`src/rtl/mem_layout_pkg.sv`:
```
// Shared layout constants for the DAC sample path and the fanout mode encoding
// used by the multi-channel batch distributor.
package mem_layout_pkg;

  localparam int BATCH_WIDTH = 32;

  typedef enum logic [1:0] {
    MODE_BROADCAST   = 2'd0,
    MODE_ROUND_ROBIN = 2'd1,
    MODE_SELECT      = 2'd2,
    MODE_RESERVED    = 2'd3
  } fanout_mode_t;

  // The reserved encoding behaves as broadcast, so it is folded away at latch time.
  function automatic fanout_mode_t decode_mode(input logic [1:0] raw);
    return (raw == 2'd3) ? MODE_BROADCAST : fanout_mode_t'(raw);
  endfunction

endpackage

```
`src/rtl/batch_fifo.sv`:
```
// Synchronous first-word-fall-through FIFO for one DAC channel. A push becomes
// visible at the head on the following cycle; flush empties it in one cycle.
module batch_fifo #(
  parameter int WIDTH = 32,
  parameter int DEPTH = 4
) (
  input  logic             i_clk,
  input  logic             i_rst_n,
  input  logic             i_flush,
  input  logic             i_push,
  input  logic [WIDTH-1:0] i_data,
  input  logic             i_pop,
  output logic [WIDTH-1:0] o_head,
  output logic             o_full,
  output logic             o_empty
);

  localparam int AW = $clog2(DEPTH);
  localparam logic [AW:0] FULL_CNT = (AW+1)'(DEPTH);

  logic [WIDTH-1:0] r_mem [DEPTH];
  logic [AW-1:0]    r_wr_ptr;
  logic [AW-1:0]    r_rd_ptr;
  logic [AW:0]      r_count;
  logic             w_push;
  logic             w_pop;

  assign w_push  = i_push && !o_full;
  assign w_pop   = i_pop && !o_empty;
  assign o_full  = (r_count == FULL_CNT);
  assign o_empty = (r_count == '0);
  assign o_head  = r_mem[r_rd_ptr];

  // NOTE: state registers use non-blocking assignments so every flop samples
  // pre-edge values, independent of statement order within the block.
  always_ff @(posedge i_clk) begin
    if (!i_rst_n || i_flush) begin
      r_wr_ptr <= '0;
      r_rd_ptr <= '0;
      r_count  <= '0;
    end else begin
      if (w_push) r_wr_ptr <= r_wr_ptr + 1'b1;
      if (w_pop)  r_rd_ptr <= r_rd_ptr + 1'b1;
      if (w_push && !w_pop)      r_count <= r_count + 1'b1;
      else if (!w_push && w_pop) r_count <= r_count - 1'b1;
    end
  end

  // NOTE: storage has no reset; occupancy is tracked by the pointers, and a
  // stale head is never observed because consumers gate it with !o_empty.
  always_ff @(posedge i_clk) begin
    if (w_push) r_mem[r_wr_ptr] <= i_data;
  end

endmodule

```
`src/rtl/dac_batch_fanout.sv`:
```
// Distributes one valid/ready stream of DAC batches to NUM_CH channel FIFOs in
// broadcast, round-robin or select mode, with per-channel underflow counters.
module dac_batch_fanout #(
  parameter int NUM_CH      = 4,
  parameter int BATCH_WIDTH = mem_layout_pkg::BATCH_WIDTH,
  parameter int FIFO_DEPTH  = 4,
  parameter int CNT_W       = 16
) (
  input  logic                          dac_clk,
  input  logic                          dac_rstn,
  input  logic [BATCH_WIDTH-1:0]        batch_in,
  input  logic                          batch_in_valid,
  output logic                          batch_in_ready,
  input  logic [1:0]                    cfg_mode,
  input  logic [NUM_CH-1:0]             cfg_ch_en,
  input  logic [$clog2(NUM_CH)-1:0]     cfg_sel,
  input  logic                          cfg_valid,
  input  logic [NUM_CH-1:0]             dac_rdy,
  output logic [NUM_CH*BATCH_WIDTH-1:0] dac_batch_out,
  output logic [NUM_CH-1:0]             dac_batch_valid,
  output logic [NUM_CH*CNT_W-1:0]       underflow_cnt,
  output logic                          active
);

  import mem_layout_pkg::*;

  localparam int SEL_W = $clog2(NUM_CH);
  localparam logic [CNT_W-1:0] CNT_MAX = '1;

  fanout_mode_t            r_mode;
  logic [NUM_CH-1:0]       r_ch_en;
  logic [NUM_CH-1:0]       r_primed;
  logic [SEL_W-1:0]        r_sel;
  logic [SEL_W-1:0]        r_rr_ptr;
  logic [CNT_W-1:0]        r_cnt [NUM_CH];

  logic [NUM_CH-1:0]       w_full;
  logic [NUM_CH-1:0]       w_empty;
  logic [NUM_CH-1:0]       w_push;
  logic [NUM_CH-1:0]       w_pop;
  logic [NUM_CH-1:0]       w_starve;
  logic [NUM_CH-1:0]       w_target;
  logic [NUM_CH-1:0]       w_rr_onehot;
  logic [NUM_CH-1:0]       w_sel_onehot;
  logic [BATCH_WIDTH-1:0]  w_head [NUM_CH];
  logic                    w_ready;
  logic                    w_accept;

  function automatic logic [SEL_W-1:0] lowest_en(input logic [NUM_CH-1:0] en);
    logic [SEL_W-1:0] idx;
    idx = '0;
    for (int i = NUM_CH - 1; i >= 0; i--) begin
      if (en[i]) idx = SEL_W'(i);
    end
    return idx;
  endfunction

  // Next enabled channel strictly above ptr, wrapping to the lowest enabled one.
  function automatic logic [SEL_W-1:0] next_en(input logic [SEL_W-1:0] ptr,
                                               input logic [NUM_CH-1:0] en);
    logic [SEL_W-1:0] idx;
    idx = lowest_en(en);
    for (int i = NUM_CH - 1; i >= 0; i--) begin
      if (en[i] && (i > int'(ptr))) idx = SEL_W'(i);
    end
    return idx;
  endfunction

  assign w_rr_onehot  = NUM_CH'(1) << r_rr_ptr;
  assign w_sel_onehot = NUM_CH'(1) << r_sel;

  // NOTE: every signal written here gets a default first, so no path through
  // the case statement can leave it unassigned and infer a latch.
  always_comb begin
    w_target = '0;
    case (r_mode)
      MODE_ROUND_ROBIN: w_target = w_rr_onehot & r_ch_en;
      MODE_SELECT:      w_target = w_sel_onehot & r_ch_en;
      default:          w_target = r_ch_en;
    endcase
  end

  // Readiness looks only at registered full; a same-cycle pop does not free a slot.
  assign w_ready  = !cfg_valid && (w_target != '0) && ((w_target & w_full) == '0);
  assign w_accept = batch_in_valid && w_ready;
  assign w_push   = w_accept ? w_target : '0;
  assign w_pop    = r_ch_en & dac_rdy & ~w_empty;
  assign w_starve = r_primed & r_ch_en & dac_rdy & w_empty;

  always_ff @(posedge dac_clk) begin
    if (!dac_rstn) begin
      r_mode   <= MODE_BROADCAST;
      r_ch_en  <= '0;
      r_sel    <= '0;
      r_rr_ptr <= '0;
    end else if (cfg_valid) begin
      r_mode   <= decode_mode(cfg_mode);
      r_ch_en  <= cfg_ch_en;
      r_sel    <= cfg_sel;
      r_rr_ptr <= lowest_en(cfg_ch_en);
    end else if (w_accept && (r_mode == MODE_ROUND_ROBIN)) begin
      r_rr_ptr <= next_en(r_rr_ptr, r_ch_en);
    end
  end

  always_ff @(posedge dac_clk) begin
    if (!dac_rstn || cfg_valid) begin
      r_primed <= '0;
      for (int i = 0; i < NUM_CH; i++) r_cnt[i] <= '0;
    end else begin
      for (int i = 0; i < NUM_CH; i++) begin
        if (w_pop[i]) r_primed[i] <= 1'b1;
        if (w_starve[i] && (r_cnt[i] != CNT_MAX)) r_cnt[i] <= r_cnt[i] + 1'b1;
      end
    end
  end

  for (genvar g = 0; g < NUM_CH; g++) begin : g_ch
    batch_fifo #(
      .WIDTH (BATCH_WIDTH),
      .DEPTH (FIFO_DEPTH)
    ) u_fifo (
      .i_clk   (dac_clk),
      .i_rst_n (dac_rstn),
      .i_flush (cfg_valid),
      .i_push  (w_push[g]),
      .i_data  (batch_in),
      .i_pop   (w_pop[g]),
      .o_head  (w_head[g]),
      .o_full  (w_full[g]),
      .o_empty (w_empty[g])
    );

    assign dac_batch_out[g*BATCH_WIDTH +: BATCH_WIDTH] = w_pop[g] ? w_head[g] : '0;
    assign underflow_cnt[g*CNT_W +: CNT_W]             = r_cnt[g];
  end

  assign batch_in_ready  = w_ready;
  assign dac_batch_valid = w_pop;
  assign active          = |(r_ch_en & ~w_empty);

endmodule
```
`config.mk`:
```
export PLATFORM = sky130hd
export DESIGN_NAME = dac_batch_fanout
export DESIGN_NICKNAME = d
export VERILOG_FILES = /design/src/rtl/mem_layout_pkg.sv /design/src/rtl/batch_fifo.sv /design/src/rtl/dac_batch_fanout.sv
export SDC_FILE = /design/constraint.sdc
export NUM_CORES = 1
export LEC_CHECK = 0
export ABC_AREA = 1
export CORE_AREA = 2 2 206 289
export CTS_BUF_LIST = sky130_fd_sc_hd__clkbuf_4 sky130_fd_sc_hd__clkbuf_8
export DETAILED_ROUTE_END_ITERATION = 10
export DIE_AREA = 0 0 208 291
export PLACE_DENSITY_LB_ADDON = 0.08
export SYNTH_ARGS = -nofsm -noshare
export SYNTH_HDL_FRONTEND = slang
export SYNTH_SLANG_ARGS = --single-unit
```
`constraint.sdc`:
```
create_clock -name dac_clk -period 3.8 [get_ports dac_clk]
set_input_delay 0.76 -clock dac_clk [delete_from_list [all_inputs] [get_ports dac_clk]]
set_output_delay 0.76 -clock dac_clk [all_outputs]
set_load 0.01 [all_outputs]
```
==> metrics.cfg <==
[run_status]
status=finished clean

[worst_setup_path]
cp-end-kind=output pin
cp_max_fo=25
r2r_slack_ns=0.74
cp.arrival_ns=3.04
cp_slowest_cell=inv_1
critPathRequiredTime_ns=3.04
crit_buf_inv=3
cpPeakStageDelay_ns=0.92
r2r-start=r_mode[0]
startpoint_type=flip-flop
critPathKind=reg2out
path_cells=inv_1 > buf_4 > nor2_1 > o21ai_0 > a21oi_1 > clkdlybuf4s50_1
critical_path.top_delay_family=buffers and inverters

[logic_synthesis]
synth-edff-count=576
ys_seq_area_share_pct=70.6
synthTopCellsByArea=edfxtp_1 67%, nor2_1 8.9%, o21ai_0 5.5%
ys_async_sr_fraction_pct=0
postSynthCellCount=2262
synthFlopType=edfxtp_1
yosysTopAreaCell=edfxtp_1
syn_area_per_cell_um2=11.5
synth_cell_types=46
ys_ff_latch=626
syn_area_um2=25900
synthDominantCellAreaShare_pct=66.8
syn_nets=2340
synth_warnings=0

[power]
finalPower_mw=13.7
p_leak_nw=10.9
switching_power_mw=2.95
p_sw_share_pct=21.6
p_seq_share_pct=55.8
p_per_area_nw_per_um2=433
p_int_mw=10.7
pwr-share-clk_pct=41.2
vdd_drop_max_v=0.000388
combPwrFrac_pct=3.0

[sta]
rsz0062_at_grt=yes
max_freq_mhz=263
hold_viol=0
slew_headroom_pct=13.7
finalClockSkew_ns=0.0371
period_needed_ns=3.80
setup-violations-final=0
slew_violations=0
tightest_slew_ns=1.29
finalCritPeriodShare_pct=99.9

[final_layout]
design_area_um2=31500
syn_to_final_growth_pct=21.7
drive_gt1_share_pct=11.1
mostFrequentLayoutCells=594 x nor2_1, 576 x edfxtp_1, 285 x o21ai_0, 245 x clkdlybuf4s50_1, 172 x a21oi_1
fill_cells=5149
final_common_cell=nor2_1
nNetsFinal=2632

[floorplanning]
start_util_pct=44.6
core-area_um2=58100
ios=246
die_w_um=208
die_h_um=291
rows=105
die_area_um2=60500

[routing]
wl_per_cell_um=21.2
drc=0
routed_wl_mm=71.7
viasPerCell=5.25
ant_nets=0
dr.pass1.iters=7
vias=17800
dr.first_iter.drc_count=1261

[placed_design]
gp_congestion=0.818
dpl-instance-area_um2=29600
dp_hpwl_mm=45.1
io_buffers=245

[clock_network]
cts_buffers=96
clock-sinks=626
worst_skew_pair.late_latency_ns=0.70
clockBufferDepth=3
cts_max_level=3
cts_root_buf=clkbuf_8
cts_tree=yes
clkSlewWorstSetupHoldPaths_ns=0.06

[global_route]
antenna_found_initial=1
track_usage_pct=23.4
grt_pass1_wl_mm=106
grt_pass1_vias=17400
grt_max_degree=65
gr-total-overflow=0

[run]
cap_violations=0

[min_path]
min-delay-start=r_primed[3]
worst_hold_path_type=reg2reg

==> final timing paths <==
kind                                                  end  cells after the start
worst max-delay path                    dac_batch_out[50]                      6
worst max register to register  g_ch[3].u_fifo.r_count[2]                     21
worst min register to register                r_primed[3]                      2
worst min-delay path                          r_primed[3]                      2
==> per-layer routing <==
layer	track usage [%]	vias up	wire length [um]
li1	-	8434	-
met1	30.0	8716	30200
met2	40.1	527	36000
met3	3.61	99	3460
met4	8.46	0	2040
met5	0	-	0
==> power by group through the flow <==
stage	Sequential, mW	Combinational, mW	Clock, mW
floorplan	7.77	0.135	0
CTS	7.62	0.416	5.76
detailed placement	7.77	0.415	0
finish	7.62	0.410	5.62
global route	7.62	0.449	6.06
global placement	7.76	0.405	0
==> cell usage after synthesis, types with 6 or more instances <==
cell type  number
buf_1          16
inv_1         132
nor3b_1        12
nand2_1       121
a21oi_1       174
ha_1           26
or2_2          11
edfxtp_1      576
nor2_1        611
clkbuf_1       75
nor3_1         22
inv_2           6
xor2_1         14
buf_2           8
clkinv_1        7
nand4_1        13
dfxtp_1        50
nand3_1        26
o21ai_0       287
nor2_4          9
==> cell families (layout without fill, tap and decap cells) <==
| logic type | Yosys count | after routing | share of synthesized area, % |
|---|---|---|---|
| DFF | 626 | 626 | 70.6 |
| buffers and inverters | 254 | 630 | 3.97 |
| AOI/OAI and AO/OA | 484 | 484 | 9.53 |
| xor gates and xnor gates | 19 | 19 | 0.642 |
| adders and majority gates | 30 | 30 | 1.56 |
| other | 0 | 1 | 0 |
| and+or+nand+nor | 849 | 849 | 13.7 |
==> flip-flops by register name (all words and copies together) (netlist names), named ones only <==
name,flops
g_ch.u_fifo.r_rd_ptr,8
r_ch_en,4
g_ch.u_fifo.r_wr_ptr,8
r_primed,4
r_sel,2
r_cnt,64
r_mode,2
r_rr_ptr,2
g_ch.u_fifo.r_mem,512
g_ch.u_fifo.r_count,12
==> worst reg2reg max path, cell delays in order, from the launching register on <==
cell and delay [ns]:
dfxtp_1 0.33, inv_1 0.06, ha_1 0.25, inv_2 0.10
nand2_1 0.06, nand2_1 0.08, nand2_1 0.06, nand2_1 0.08
nand2_1 0.07, nand2_1 0.08, nor2_1 0.07, nor2_4 0.16
nand4_2 0.37, inv_1 0.16, ha_1 0.15, inv_1 0.08
fa_1 0.38, nor2_1 0.13, nor2_1 0.05, nand2_1 0.07
o21ai_0 0.07, a21oi_1 0.12
==> repair_timing <==
action / in CTS / in global routing
hold buffers: 0 / 0
resized for setup: 3 / 4
cloned: 0 / 0
endpoints found under the setup margin: 40 / 18
buffers inserted: 0 / 0
==> stage by stage <==
stage / util (%) / setup WS [ns] / hold WS (ns) / setup TNS (ns) / std cells
CTS: 54.3 / -0.133 / 0.466 / -0.834 / 3387
global route: 54.3 / -0.146 / 0.490 / -1.07 / 3388
floorplan: - / 0.398 / 0.436 / 0 / 2262
finish: 54.3 / 0.00294 / 0.464 / 0 / 3388
detailed placement: 50.9 / 0.321 / 0.457 / 0 / 3205
global placement: 50.9 / 0.300 / 0.449 / 0 / 3205
==> area by class of cell <==
class | instances | area (um^2) | area share [%]
well taps | 749 | 937 | 2.97
diodes | 1 | 2.50 | 0.00794
inverters | 145 | 546 | 1.73
repair buffers | 303 | 3080 | 9.77
flip-flops and latches | 626 | 18300 | 58.0
multi-input cells | 1382 | 6720 | 21.3
clock buffers | 140 | 1710 | 5.44
clock inverters | 42 | 236 | 0.750
(Power assumes the default switching activity.)
